--- src/rtl/mtm_alu_result_deserializer.sv ---
// Decodes the ALU serial response line into parallel result / error reports; pulses one clock after the stop-bit sample.
// No backpressure: the serial line cannot be stalled, so each report is a single-cycle pulse with held data fields.
module mtm_alu_result_deserializer #(
  parameter int CLKS_PER_BIT = 1
) (
  input  logic        clk,
  input  logic        rst_n,
  input  logic        sin,
  output logic        res_valid,
  output logic [31:0] res_data,
  output logic [3:0]  res_flags,
  output logic        res_crc_ok,
  output logic        err_valid,
  output logic [5:0]  err_flags,
  output logic        err_parity_ok,
  output logic        frame_err,
  output logic        busy
);

  localparam int            CW   = 5;
  localparam logic [CW-1:0] HALF = CW'(CLKS_PER_BIT / 2);
  localparam logic [CW-1:0] LAST = CW'(CLKS_PER_BIT - 1);
  localparam logic [CW-1:0] ONE  = CW'(1);

  typedef enum logic [1:0] {S_IDLE, S_START, S_SHIFT, S_CHECK} bit_state_e;

  bit_state_e    state_q, state_d;
  logic [CW-1:0] cnt_q, cnt_d;
  logic [3:0]    bit_idx_q, bit_idx_d;
  logic [9:0]    shift_q, shift_d;
  logic [2:0]    n_q, n_d;
  logic [31:0]   acc_q, acc_d;

  logic          res_valid_q, res_valid_d;
  logic [31:0]   res_data_q, res_data_d;
  logic [3:0]    res_flags_q, res_flags_d;
  logic          res_crc_ok_q, res_crc_ok_d;
  logic          err_valid_q, err_valid_d;
  logic [5:0]    err_flags_q, err_flags_d;
  logic          err_parity_ok_q, err_parity_ok_d;
  logic          frame_err_q, frame_err_d;
  logic          busy_q, busy_d;

  // Captured packet after 10 samples: {type, payload[7:0], stop}
  logic          pkt_ctl;
  logic [7:0]    pkt_payload;
  logic          pkt_stop;

  assign pkt_ctl     = shift_q[9];
  assign pkt_payload = shift_q[8:1];
  assign pkt_stop    = shift_q[0];

  // CRC3, polynomial x^3+x+1, init 0, message MSB first
  function automatic logic [2:0] crc3(input logic [36:0] msg);
    logic [2:0] c;
    logic       fb;
    c = 3'b000;
    for (int i = 36; i >= 0; i--) begin
      fb = c[2] ^ msg[i];
      c  = {c[1], c[0] ^ fb, fb};
    end
    return c;
  endfunction

  always_comb begin
    state_d         = state_q;
    cnt_d           = cnt_q;
    bit_idx_d       = bit_idx_q;
    shift_d         = shift_q;
    n_d             = n_q;
    acc_d           = acc_q;
    res_valid_d     = 1'b0;
    res_data_d      = res_data_q;
    res_flags_d     = res_flags_q;
    res_crc_ok_d    = res_crc_ok_q;
    err_valid_d     = 1'b0;
    err_flags_d     = err_flags_q;
    err_parity_ok_d = err_parity_ok_q;
    frame_err_d     = 1'b0;
    busy_d          = busy_q;

    case (state_q)
      S_IDLE, S_CHECK: begin
        if (state_q == S_CHECK) begin
          state_d = S_IDLE;
          if (!pkt_stop) begin
            frame_err_d = 1'b1;
            n_d         = 3'd0;
            busy_d      = 1'b0;
          end else if (!pkt_ctl) begin
            if (n_q == 3'd4) begin
              frame_err_d = 1'b1;
              n_d         = 3'd0;
              busy_d      = 1'b0;
            end else begin
              acc_d = {acc_q[23:0], pkt_payload};
              n_d   = n_q + 3'd1;
            end
          end else if (n_q == 3'd0 && pkt_payload[7]) begin
            err_valid_d     = 1'b1;
            err_flags_d     = pkt_payload[6:1];
            err_parity_ok_d = ~(^pkt_payload);
            busy_d          = 1'b0;
          end else if (n_q == 3'd4 && !pkt_payload[7]) begin
            res_valid_d  = 1'b1;
            res_data_d   = acc_q;
            res_flags_d  = pkt_payload[6:3];
            res_crc_ok_d = (pkt_payload[2:0] == crc3({acc_q, 1'b0, pkt_payload[6:3]}));
            n_d          = 3'd0;
            busy_d       = 1'b0;
          end else begin
            frame_err_d = 1'b1;
            n_d         = 3'd0;
            busy_d      = 1'b0;
          end
        end
        // Start detection also runs during CHECK so slow-sampling configs keep up with zero-gap packets
        if (!sin) begin
          bit_idx_d = 4'd0;
          if (HALF == '0) begin
            state_d = S_SHIFT;
            cnt_d   = '0;
            busy_d  = 1'b1;
          end else begin
            state_d = S_START;
            cnt_d   = ONE;
          end
        end
      end

      S_START: begin
        if (cnt_q == HALF) begin
          cnt_d = '0;
          if (!sin) begin
            state_d = S_SHIFT;
            busy_d  = 1'b1;
          end else begin
            state_d = S_IDLE;
          end
        end else begin
          cnt_d = cnt_q + ONE;
        end
      end

      S_SHIFT: begin
        if (cnt_q == LAST) begin
          cnt_d   = '0;
          shift_d = {shift_q[8:0], sin};
          if (bit_idx_q == 4'd9) begin
            state_d = S_CHECK;
          end else begin
            bit_idx_d = bit_idx_q + 4'd1;
          end
        end else begin
          cnt_d = cnt_q + ONE;
        end
      end

      default: state_d = S_IDLE;
    endcase
  end

  always_ff @(posedge clk or negedge rst_n) begin
    if (!rst_n) begin
      state_q         <= S_IDLE;
      cnt_q           <= '0;
      bit_idx_q       <= '0;
      shift_q         <= '0;
      n_q             <= '0;
      acc_q           <= '0;
      res_valid_q     <= 1'b0;
      res_data_q      <= '0;
      res_flags_q     <= '0;
      res_crc_ok_q    <= 1'b0;
      err_valid_q     <= 1'b0;
      err_flags_q     <= '0;
      err_parity_ok_q <= 1'b0;
      frame_err_q     <= 1'b0;
      busy_q          <= 1'b0;
    end else begin
      state_q         <= state_d;
      cnt_q           <= cnt_d;
      bit_idx_q       <= bit_idx_d;
      shift_q         <= shift_d;
      n_q             <= n_d;
      acc_q           <= acc_d;
      res_valid_q     <= res_valid_d;
      res_data_q      <= res_data_d;
      res_flags_q     <= res_flags_d;
      res_crc_ok_q    <= res_crc_ok_d;
      err_valid_q     <= err_valid_d;
      err_flags_q     <= err_flags_d;
      err_parity_ok_q <= err_parity_ok_d;
      frame_err_q     <= frame_err_d;
      busy_q          <= busy_d;
    end
  end

  assign res_valid     = res_valid_q;
  assign res_data      = res_data_q;
  assign res_flags     = res_flags_q;
  assign res_crc_ok    = res_crc_ok_q;
  assign err_valid     = err_valid_q;
  assign err_flags     = err_flags_q;
  assign err_parity_ok = err_parity_ok_q;
  assign frame_err     = frame_err_q;
  assign busy          = busy_q;

endmodule

--- config.mk ---
export PLATFORM = sky130hd
export DESIGN_NAME = mtm_alu_result_deserializer
export DESIGN_NICKNAME = d
export VERILOG_FILES = /design/src/rtl/mtm_alu_result_deserializer.sv
export SDC_FILE = /design/constraint.sdc
export NUM_CORES = 1
export LEC_CHECK = 0
export CAP_MARGIN = 10
export CORE_MARGIN = 2
export CORE_UTILIZATION = 30
export DETAILED_ROUTE_END_ITERATION = 10
export PLACE_DENSITY = 0.59
export SKIP_CTS_REPAIR_TIMING = 1
export SLEW_MARGIN = 10
export SYNTH_ARGS = -nofsm -noshare
export SYNTH_HDL_FRONTEND = slang
export SYNTH_SLANG_ARGS = --single-unit
--- constraint.sdc ---
create_clock -name clk -period 2.35 [get_ports clk]
set_clock_uncertainty 0.1 [all_clocks]
set_input_delay 0.235 -clock clk [delete_from_list [all_inputs] [get_ports clk]]
set_output_delay 0.235 -clock clk [all_outputs]
set_load 0.02 [all_outputs]
==> metrics.md <==
| Metric | Value |
|---|---|
| Outcome | finished clean |
| Met1 global-route usage | 0.159 |
| Ys flop type | dfrtp_1 |
| Die outline height | around 130 µm |
| IO Count | 51 |
| Crit start category | register |
| Fin Hold WS | 213 ps |
| Endpoints failing setup | 0 |
| Unique cell type count in the Yosys netlist | 35 |
| Post-DP HPWL | 6.71 mm |
| CTS tree | yes |
| Largest net degree at the start of global routing | between 40 and 50 |
| Gr ovfl total | 0 |
| Net Count, Synth | 365 |
| Post-synthesis adder-cell area fraction | 0.0234 |
| Synthesized-area fraction occupied by xor and xnor cells | 0.119 |
| Min Tclk post-route | around 2200 ps |
| Commonest non-fill, non-tap cells in the layout | dfrtp_1 (102), mux2_2 (86), clkdlybuf4s50_1 (49), xnor2_1 (28), buf_4 (17) |
| Register area share after synthesis | 0.542 |
| Power density over the cells | approximately 1600 mW/mm² |
| Filler cells | roughly 1600 |
| Busiest grt layer | met2 |
| Post-route antenna net violation count | 0 |
| Detailed Route WL | around 9.5 mm |
| Compound-Gate Fraction of Synth Area | 0.0347 |
| Core ar. | ~0.016 mm² |
| Via density | about 4.5 |
| Crit-path slowest cell | xnor3_2 |
| I/O Buffers | 50 |
| Row count | 46 |
| Vias in the first global route | between 2000 and 3000 |
| Post-synth ARST share | 1.00 |
| Antenna cell count | 0 |
| LEAKAGE | ~0.0028 µW |
| Final nets | about 440 |
| Multi-input gate area | roughly 0.0022 mm² |
| Worst Max-Slew Pin Slew | between 400 and 500 ps |
| Post-Synth Simple-Gate Area | 0.0563 |
| First-pass GRT wire length | roughly 15 mm |
| Final period utilization | 0.947 |
| Global Route Usage Sum | 0.118 |
| CTS root buf | clkbuf_16 |
| Max incr delay on CP | 500 ps |
| Met2 Resource Use GR | 0.188 |
| Die ar. | roughly 0.017 mm² |
| Clk sinks | ~100 |
| Initial DRC Count | around 140 |
| Clk pin slew, worst setup/hold paths | 80 ps |
| Vias | between 2000 and 3000 |
| Final hold violations | 0 |
| WL/cell | 14.7 µm |
| Worst reg-to-reg path cell count | 7 |
| Fmax | between 0.4 and 0.5 GHz |
| Crit Path Category | reg -> reg |
| Worst-Skew Late Latency | 350 ps |
| TritonCTS Buffers | 9 |
| CP Capture Type | register |
| Multiplexer area fraction after synthesis | 0.206 |
| Syn avg cell area | about 14 µm² |
| Final Util | 0.385 |
| CTS Buffer Depth | 2 |
| Syn Std Cell Area | between 0.004 and 0.005 mm² |
| Warnings, synthesis | 0 |
| Req. time, crit path | around 2500 ps |
| EDFF count, synth | 0 |
| Met3 usage | 0.0314 |
| Initial antenna violation count | 0 |
| Max Transition Viols Final | 0 |
| Layout cells sized above 1 | 0.326 |
| Max_cap viols | 0 |
| Syn-to-layout area delta | 26.3% |
| Chip width | roughly 130 µm |
| Critical path fanouts, max | 4 |
| Initial Util | 0.305 |
| Routability Congestion | between 0.7 and 0.8 |
| Main combinational cell family by area after synthesis | multiplexers |
| Critical path, cell by cell | xnor2_2 > xnor2_1 > xnor3_2 > xnor2_4 > mux2i_1 > a2bb2oi_1 > a21oi_1 |
| H-tree Lvls | 3 |
| Post-Synthesis Cells | roughly 350 |
| Commonest non-fill, non-tap cell in the layout | dfrtp_1 |
| Worst Path Arrival | between 2000 and 2500 ps |
| DRC Markers | 0 |
| Sequential cell area | approximately 0.0026 mm² |
| Peak VDD IR | about 1.1 mV |
| Slew HR | 0.693 |
| Min-Delay Path Class | in -> async |
| First drt pass iteration count | 6 |
| RSZ-0062 raised after global routing | true |
| Synth Register Bits | 104 |
[metrics by stage]
stage / total power, µW / std cells / cell area [µm²] / setup TNS (ps) / worst slack [ps]
detailed placement: 8010 / 622 / 5670 / 0 / 69.9
finish: 9550 / 645 / 6070 / 0 / 124
global route: 10200 / 645 / 6070 / -13.9 / -13.9
floorplan: 6930 / 353 / 4810 / 0 / 29.1
global placement: 7860 / 622 / 5670 / 0 / 136
CTS: 9490 / 638 / 5950 / 0 / 42.1
[final cells by class]
cell class / count / share of cell area
clock inverters: 7 / 0.00887
inverters: 8 / 0.00495
well taps: 216 / 0.0446
clock buffers: 9 / 0.0371
multi-input cells: 227 / 0.355
flip-flops and latches: 104 / 0.429
repair buffers: 74 / 0.120
[power by group]
part	leakage [µW]	internal [µW]	switching (µW)	total, µW
logic	0.00127	3020	2340	5360
registers	0.00138	2230	524	2760
clock network	0.000134	730	703	1430
total	0.00278	5980	3570	9550
[per-layer routing]
| metal | wire length, µm | part of all wire |
|---|---|---|
| met5 | 0 | 0 |
| met4 | 104 | 0.011 |
| met2 | 4520 | 0.48 |
| met1 | 4480 | 0.47 |
| met3 | 375 | 0.040 |
[logic make-up (layout without fill, tap and decap cells)]
group | after synthesis | count (layout)
DFF | 104 | 104
and+or+nand+nor | 52 | 52
buffers and inverters | 22 | 98
xor gates and xnor gates | 50 | 50
muxes | 88 | 88
adders and majority gates | 9 | 9
AOI/OAI and AO/OA | 28 | 28
[synth_stat cells, drive strengths merged (3+ instances only)]
cell type / count / area (µm²)
dfrtp: 104 / 2600
mux2: 86 / 968
xnor2: 31 / 290
nand2: 16 / 60.1
o21ai: 11 / 55.1
xor2: 11 / 96.3
ha: 9 / 113
nor2: 9 / 33.8
inv: 8 / 30.0
a21oi: 7 / 35.0
buf: 7 / 35.0
clkbuf: 7 / 26.3
xnor3: 7 / 160
nand2b: 5 / 31.3
nand3: 4 / 20.0
a21o: 3 / 22.5
nor2b: 3 / 18.8
nor3b: 3 / 22.5
[registers in the layout (all words and copies together) (netlist names)]
name,flops
err_valid,1
cnt_q,5
res_crc_ok,1
acc_q,32
bit_idx_q,4
busy,1
res_data,32
err_flags,6
n_q,3
res_flags,4
shift_q,10
frame_err,1
err_parity_ok,1
res_valid,1
state_q,2
[path summary, 6_finish.rpt]
check	from	end	slack, ps
worst max-delay path	acc_q[8]	res_crc_ok	120
worst min-delay path	rst_n	res_valid	210
worst max register to register	acc_q[8]	res_crc_ok	120
worst min register to register	busy	busy	410
max in group asynchronous	rst_n	acc_q[4]	1330
min in group clk	busy	busy	410
[critical path, delay by kind of cell, from the launching register on]
family / cells / cell delay, ps
muxes: 1 / 210
xor gates and xnor gates: 4 / 1060
DFF: 1 / 450
AOI/OAI and AO/OA: 2 / 290
Note: power is estimated with default switching activity, not from simulation.
